--- config.mk ---
export PLATFORM = sky130hd
export DESIGN_NAME = crossbar_rr_pkt
export DESIGN_NICKNAME = d
export VERILOG_FILES = /design/src/rtl/crossbar_rr_pkt.sv
export SDC_FILE = /design/constraint.sdc
export NUM_CORES = 1
export LEC_CHECK = 0
export ABC_AREA = 1
export BUFFER_PORTS_ARGS = -buffer_cell sky130_fd_sc_hd__buf_2
export CORE_MARGIN = 1.5
export CORE_UTILIZATION = 58
export DETAILED_ROUTE_END_ITERATION = 7
export GPL_TIMING_DRIVEN = 0
export MAX_ROUTING_LAYER = met4
export PLACE_DENSITY = 0.84
export SYNTH_ARGS = -nofsm -noshare
export SYNTH_HDL_FRONTEND = slang
export SYNTH_SLANG_ARGS = --single-unit
--- constraint.sdc ---
create_clock -name clk_i -period 4.09 [get_ports clk_i]
set_input_delay 0.818 -clock clk_i [delete_from_list [all_inputs] [get_ports clk_i]]
set_output_delay 0.818 -clock clk_i [all_outputs]
set_load 0.02 [all_outputs]
--- src/rtl/crossbar_rr_pkt.sv ---
// -----------------------------------------------------------------------------
// crossbar_rr_pkt
//   Registered PORTS x PORTS packet crossbar with valid/ready handshakes on
//   every port. Each output runs its own round-robin arbiter and holds a
//   wormhole lock from the head flit to the last flit of a packet, so packets
//   are never interleaved on an output. Each output has one register stage,
//   giving a one-cycle latency and up to one flit per cycle per output.
//   Head flits addressed to a non-existent output (dest >= PORTS) are
//   accepted and discarded together with the rest of their packet.
//
// Parameters
//   PORTS   number of input and output ports (>= 2, any value)
//   WIDTH   flit payload width
//   DEST_W  width of destination/source indices (derived, min 1)
//
// Ports
//   clk_i        clock, rising edge
//   rst_n_i      asynchronous active-low reset
//   in_valid_i   per-input flit valid
//   in_data_i    per-input payload
//   in_dest_i    per-input destination output (used on head flits only)
//   in_last_i    per-input last-flit-of-packet flag
//   in_ready_o   per-input accept (flit moves when valid && ready)
//   out_valid_o  per-output registered valid
//   out_data_o   per-output registered payload
//   out_last_o   per-output registered last flag
//   out_src_o    per-output registered source input index
//   out_ready_i  per-output downstream ready
//   drop_o       per-input 1-cycle pulse after a bad-destination head flit
//
// Optional build macro CROSSBAR_RR_PKT_STATS_EN adds:
//   stat_clr_i   synchronous clear of the packet counters (wins over count)
//   stat_pkts_o  per-output saturating 16-bit count of completed packets
// -----------------------------------------------------------------------------
module crossbar_rr_pkt #(
  parameter  int PORTS  = 4,
  parameter  int WIDTH  = 8,
  localparam int DEST_W = (PORTS > 1) ? $clog2(PORTS) : 1
) (
  input  logic                               clk_i,
  input  logic                               rst_n_i,
  input  logic [PORTS-1:0]                   in_valid_i,
  input  logic [PORTS-1:0][WIDTH-1:0]        in_data_i,
  input  logic [PORTS-1:0][DEST_W-1:0]       in_dest_i,
  input  logic [PORTS-1:0]                   in_last_i,
  output logic [PORTS-1:0]                   in_ready_o,
  output logic [PORTS-1:0]                   out_valid_o,
  output logic [PORTS-1:0][WIDTH-1:0]        out_data_o,
  output logic [PORTS-1:0]                   out_last_o,
  output logic [PORTS-1:0][DEST_W-1:0]       out_src_o,
  input  logic [PORTS-1:0]                   out_ready_i,
  output logic [PORTS-1:0]                   drop_o
`ifdef CROSSBAR_RR_PKT_STATS_EN
  ,
  input  logic                               stat_clr_i,
  output logic [PORTS-1:0][15:0]             stat_pkts_o
`endif
);

  localparam int DW1 = DEST_W + 1;

  typedef enum logic {S_IDLE, S_LOCKED} state_t;

  // Per-output state
  state_t                      r_state  [PORTS];
  logic [PORTS-1:0][DEST_W-1:0] r_owner;
  logic [PORTS-1:0][DEST_W-1:0] r_rr_ptr;
  logic [PORTS-1:0]             r_out_valid;
  logic [PORTS-1:0][WIDTH-1:0]  r_out_data;
  logic [PORTS-1:0]             r_out_last;
  logic [PORTS-1:0][DEST_W-1:0] r_out_src;

  // Per-input state
  logic [PORTS-1:0]             r_in_drop;
  logic [PORTS-1:0]             r_drop;

  logic [PORTS-1:0]             w_in_locked;
  logic [PORTS-1:0]             w_dest_bad;
  logic [PORTS-1:0]             w_drop_acc;
  logic [PORTS-1:0][PORTS-1:0]  w_cand;      // [output][input]
  logic [PORTS-1:0]             w_can_load;
  logic [PORTS-1:0]             w_sel_vld;
  logic [PORTS-1:0][DEST_W-1:0] w_sel;
  logic [PORTS-1:0]             w_xfer;
  logic [PORTS-1:0]             w_xfer_last;

  // The extra bit keeps the compare meaningful when PORTS is a power of two.
  function automatic logic f_dest_bad(input logic [DEST_W-1:0] d);
    return ({1'b0, d} >= DW1'(PORTS));
  endfunction

  function automatic logic [DEST_W-1:0] f_wrap_inc(input logic [DEST_W-1:0] v);
    if (int'(v) >= PORTS - 1) return '0;
    return v + DEST_W'(1);
  endfunction

  // An input is locked while some output holds it as wormhole owner.
  always_comb begin
    w_in_locked = '0;
    for (int j = 0; j < PORTS; j++) begin
      for (int i = 0; i < PORTS; i++) begin
        if (r_state[j] == S_LOCKED && r_owner[j] == DEST_W'(i)) w_in_locked[i] = 1'b1;
      end
    end
  end

  always_comb begin
    w_dest_bad = '0;
    w_drop_acc = '0;
    w_cand     = '0;
    for (int i = 0; i < PORTS; i++) begin
      w_dest_bad[i] = f_dest_bad(in_dest_i[i]);
      // Inputs in DROP swallow everything up to the last flit, whatever dest says.
      w_drop_acc[i] = in_valid_i[i] && !w_in_locked[i] && (r_in_drop[i] || w_dest_bad[i]);
      for (int j = 0; j < PORTS; j++) begin
        w_cand[j][i] = in_valid_i[i] && !w_in_locked[i] && !r_in_drop[i] &&
                       !w_dest_bad[i] && (in_dest_i[i] == DEST_W'(j));
      end
    end
  end

  // Per-output selection: the owner when locked, else round-robin from rr_ptr.
  always_comb begin
    int   idx;
    logic found;
    idx         = 0;
    found       = 1'b0;
    w_can_load  = '0;
    w_sel_vld   = '0;
    w_sel       = '0;
    w_xfer      = '0;
    w_xfer_last = '0;
    for (int j = 0; j < PORTS; j++) begin
      w_can_load[j] = !r_out_valid[j] || out_ready_i[j];
      w_sel[j]      = r_owner[j];
      found         = 1'b0;
      if (r_state[j] == S_LOCKED) begin
        found = in_valid_i[r_owner[j]];
      end else begin
        for (int k = 0; k < PORTS; k++) begin
          idx = int'(r_rr_ptr[j]) + k;
          if (idx >= PORTS) idx = idx - PORTS;
          if (!found && w_cand[j][idx]) begin
            w_sel[j] = DEST_W'(idx);
            found    = 1'b1;
          end
        end
      end
      w_sel_vld[j]   = found;
      w_xfer[j]      = found && w_can_load[j];
      w_xfer_last[j] = in_last_i[w_sel[j]];
    end
  end

  always_comb begin
    in_ready_o = w_drop_acc;
    for (int j = 0; j < PORTS; j++) begin
      for (int i = 0; i < PORTS; i++) begin
        if (w_xfer[j] && w_sel[j] == DEST_W'(i)) in_ready_o[i] = 1'b1;
      end
    end
  end

  // ---- output register stage / arbitration and lock state ----
  always_ff @(posedge clk_i or negedge rst_n_i) begin
    if (!rst_n_i) begin
      for (int j = 0; j < PORTS; j++) r_state[j] <= S_IDLE;
      r_owner     <= '0;
      r_rr_ptr    <= '0;
      r_out_valid <= '0;
      r_out_data  <= '0;
      r_out_last  <= '0;
      r_out_src   <= '0;
      r_in_drop   <= '0;
      r_drop      <= '0;
    end else begin
      for (int j = 0; j < PORTS; j++) begin
        if (w_xfer[j]) begin
          r_out_valid[j] <= 1'b1;
          r_out_data[j]  <= in_data_i[w_sel[j]];
          r_out_last[j]  <= w_xfer_last[j];
          r_out_src[j]   <= w_sel[j];
          if (w_xfer_last[j]) begin
            // Pointer moves only when a packet completes.
            r_state[j]  <= S_IDLE;
            r_rr_ptr[j] <= f_wrap_inc(w_sel[j]);
          end else begin
            r_state[j] <= S_LOCKED;
            r_owner[j] <= w_sel[j];
          end
        end else if (out_ready_i[j]) begin
          r_out_valid[j] <= 1'b0;
        end
      end
      for (int i = 0; i < PORTS; i++) begin
        // Pulse only for the head flit; body flits of a dropped packet are silent.
        r_drop[i] <= w_drop_acc[i] && !r_in_drop[i];
        if (w_drop_acc[i]) r_in_drop[i] <= !in_last_i[i];
      end
    end
  end

  assign out_valid_o = r_out_valid;
  assign out_data_o  = r_out_data;
  assign out_last_o  = r_out_last;
  assign out_src_o   = r_out_src;
  assign drop_o      = r_drop;

`ifdef CROSSBAR_RR_PKT_STATS_EN
  logic [PORTS-1:0][15:0] r_stat_pkts;

  always_ff @(posedge clk_i or negedge rst_n_i) begin
    if (!rst_n_i) begin
      r_stat_pkts <= '0;
    end else if (stat_clr_i) begin
      r_stat_pkts <= '0;
    end else begin
      for (int j = 0; j < PORTS; j++) begin
        if (w_xfer[j] && w_xfer_last[j] && r_stat_pkts[j] != 16'hFFFF)
          r_stat_pkts[j] <= r_stat_pkts[j] + 16'd1;
      end
    end
  end

  assign stat_pkts_o = r_stat_pkts;
`endif

endmodule

==> impl_results.md <==
* Largest net degree at the start of global routing at 48
* Data required time at the worst endpoint at 3.27 ns
* Clock Sinks at 76
* Number of buffers inserted for hold repair after clock tree synthesis at 0
* Primary flip-flop cell chosen by synthesis mapping: sky130_fd_sc_hd__dfrtp_1
* Setup slack, reg-to-reg at 1.24 ns
* Count of TritonRoute iterations in the first routing pass at 6
* Worst slew margin at 61.0%
* Deepest level of the CTS H-tree at 3
* Post-detailed-route wirelength per cell at 16.5 µm
* Antenna viol nets, final at 0
* Number of placement rows at 38
* Cells on worst reg2reg path at 22
* Maximum root-to-sink buffer count at 2
* DP HPWL at 15800 µm
* Global-route wire length before repair at 33700 µm
* Upper clock frequency limit at 0.247 GHz
* Syn. warnings at 0
* Full die area at 11900 µm²
* Number of register bits inferred by synthesis at 76
* Number of global-route vias before repair at 6875
* Critical-path cell list: buf_4, nand2_2, nor2_4, nand4_1, nand2_1, nand3_2, nand2_2, nand3_1, nand3_1, nand3_2, nand2_4, nand2_4, buf_8, ha_1, a22o_1, inv_1, nand4_1, buf_2
* Delay contributed by the slowest stage of the critical path at 0.23 ns
* Core ar. at 10900 µm²
* Clock tree from TritonCTS: built
* Most frequent cell after synthesis: sky130_fd_sc_hd__nand2_1
* Crit Path Category: in2out
* Via-to-Cell Ratio at 5.84
* Total via count after detailed routing at 7768
* Top cells by area, synth: sky130_fd_sc_hd__dfrtp_1, sky130_fd_sc_hd__nand2_1, sky130_fd_sc_hd__nand3_1, sky130_fd_sc_hd__nand4_1, sky130_fd_sc_hd__inv_1
* Clock network latency to the later pin of the worst-skew pair at 0.34 ns
* Routed wire length at 21900 µm
* Die H at 109 µm
* Register clock-pin slew on the reported worst setup and hold paths at 0.06 ns
* Number of pins exceeding their max-slew limit in the final report at 0
* Final worst clock skew at 0.00778 ns
* Largest fanout on the critical path at 6
* Number of antenna violations at the first check in global routing at 0
* Die X at 109 µm
* Net count reported at finish at 1254
* Mean instance size in the synthesized netlist at 6.37 µm²
* Critical register-to-register path startpoint: r_state[0]$_DFFE_PN0P_
* DRC violation total after the first TritonRoute iteration at 736
* Final-report setup violation count at 0
* Min-Delay Path Class: in2async
* Global route total overflow at 0
* Top-area cell type share of the netlist area at 29.1%
* Number of enable-type register cells in the synthesized netlist at 0
* Placer Congestion at 1.04
* Sequential cell area fraction in the yosys report at 29.1%
* Proportion of register bits with asynchronous set or reset after synthesis at 100%
* Filler cell count in the final layout at 909
* Antenna Diode Count at 0
* Area overhead of the layout relative to synthesis at 25.1%
* Fraction of layout cells with a size suffix above 1 at 26.8%
* R2r endpoint: out_data_o[20]$_DFFE_PN0P_
* Largest area contributor in the netlist: sky130_fd_sc_hd__dfrtp_1
* GRT Total Usage at 37.7%
* Arrival time at the worst endpoint at 3.22 ns
* Number of design rule violations left after detail routing at 0
* Clock period minus final worst setup slack at 4.04 ns
* Top-level port count at 110
* Commonest cells post-synth: sky130_fd_sc_hd__nand2_1, sky130_fd_sc_hd__nand3_1, sky130_fd_sc_hd__inv_1
* Utilization after layout at 74.9%
* Crit-path slowest cell: sky130_fd_sc_hd__a22o_1
* Gate Count Post-Synth at 1028
* Nature of the critical path endpoint: output pin
* Initial core utilization at 59.9%
* Max cap viols at 0
* Startpoint kind of the worst setup timing path: primary input
* Cts bufs inserted at 9
* Period utilization at 98.8%
* Endpoints failing hold at 0
* Number of buffers inserted by port buffering at 109
* Root buf cell: sky130_fd_sc_hd__clkbuf_16
* Slew at the pin with the worst max-slew slack at 0.586 ns
* Post-synth design cell area at 6550 µm²
* Run status: finished, final reports clean
* Count of cell types in the netlist at 36
flip-flops by register name (all words and copies together), names as in the netlist:
name         flops
r_rr_ptr         8
out_data_o      32
r_state          4
r_in_drop        4
drop_o           4
out_valid_o      4
r_owner          8
out_last_o       4
out_src_o        8
worst max-delay path: cells and delay by family:
| kind | cells | cell delay, ns |
|---|---|---|
| simple gates | 12 | 1.46 |
| buf+inv | 4 | 0.55 |
| compound gates | 1 | 0.23 |
| fa+ha+maj | 1 | 0.17 |
stage by stage:
step                      instance area [µm²]  cells  TNS [ns]  hold WS, ns  worst slack (ns)
after floorplan                          6560   1031         0        0.456             0.554
after global placement                   7280   1280    -0.457        0.457            -0.122
after detailed placement                 7310   1281    -0.528        0.463            -0.145
after CTS                                7710   1303         0        0.421            0.0105
after global routing                     8190   1329    -0.118        0.434           -0.0495
final                                    8190   1329         0        0.415            0.0491
metal layers:
layer | vias to the layer above | global-route usage (%) | share of wire [%]
li1 | 3688 | - | -
met1 | 3569 | 48.4 | 41
met2 | 429 | 59.2 | 46
met3 | 82 | 5.02 | 7.8
met4 | 0 | 17.3 | 4.5
met5 | - | - | 0
layout make-up:
type                            instances  area [µm²]  area share, %
Multi-Input combinational cell        800        4190           51.1
Sequential cell                        76        1910           23.3
Timing Repair Buffer                  143         855           10.4
Inverter                              116         464           5.67
Buffer                                 38         300           3.67
Clock buffer                           10         229           2.80
Tap cell                              140         175           2.14
Clock inverter                          6        65.1          0.795
placed cells by master (no fill, tap or decap), drive strengths merged:
| master | instances |
|---|---|
| nand2 | 413 |
| nand3 | 197 |
| buf | 176 |
| inv | 111 |
| dfrtp | 76 |
| nand4 | 60 |
| nor2 | 48 |
| o21ai | 30 |
| ha | 16 |
| o211ai | 15 |
| clkbuf | 15 |
| clkinv | 8 |
| a22o | 4 |
| conb | 4 |
| xor2 | 4 |
| o221ai | 3 |
| clkinvlp | 2 |
| a21oi | 2 |
| a31oi | 1 |
| or3 | 1 |
| o22ai | 1 |
| o31ai | 1 |
| bufinv | 1 |
logic make-up (layout without fill, tap and decap cells):
family                   Yosys count  after routing  synth area share, %
other                              1              4               0.0573
adder cells (fa/ha/maj)           16             16                 3.06
XOR/XNOR                           4              4                0.535
AO/OA/AOI/OAI                     57             57                 5.72
buffers and inverters            155            313                 10.7
flip-flops                        76             76                 29.1
AND/OR/NAND/NOR                  719            719                 50.9
what timing repair did:
action                     in CTS  in global routing
setup endpoints to repair       4                  4
cloned                          0                  0
setup buffers                   6                 27
pin swaps                       4                 26
gates resized for setup        27                 83
how the worst max path moves through the flow:
stage	from	endpoint	depth (start not counted)
finish	in_valid_i[1]	in_ready_o[0]	18
detailed placement	in_valid_i[3]	in_ready_o[0]	19
global placement	in_valid_i[3]	in_ready_o[3]	19
global route	r_owner[6]$_DFFE_PN0P_	in_ready_o[2]	19
floorplan	in_valid_i[3]	in_ready_o[1]	17
CTS	r_owner[1]$_DFFE_PN0P_	in_ready_o[3]	20
Power is left out: the tool's default activity adds up to more than one toggle a clock period on the data nets, which glitch-free logic cannot reach.
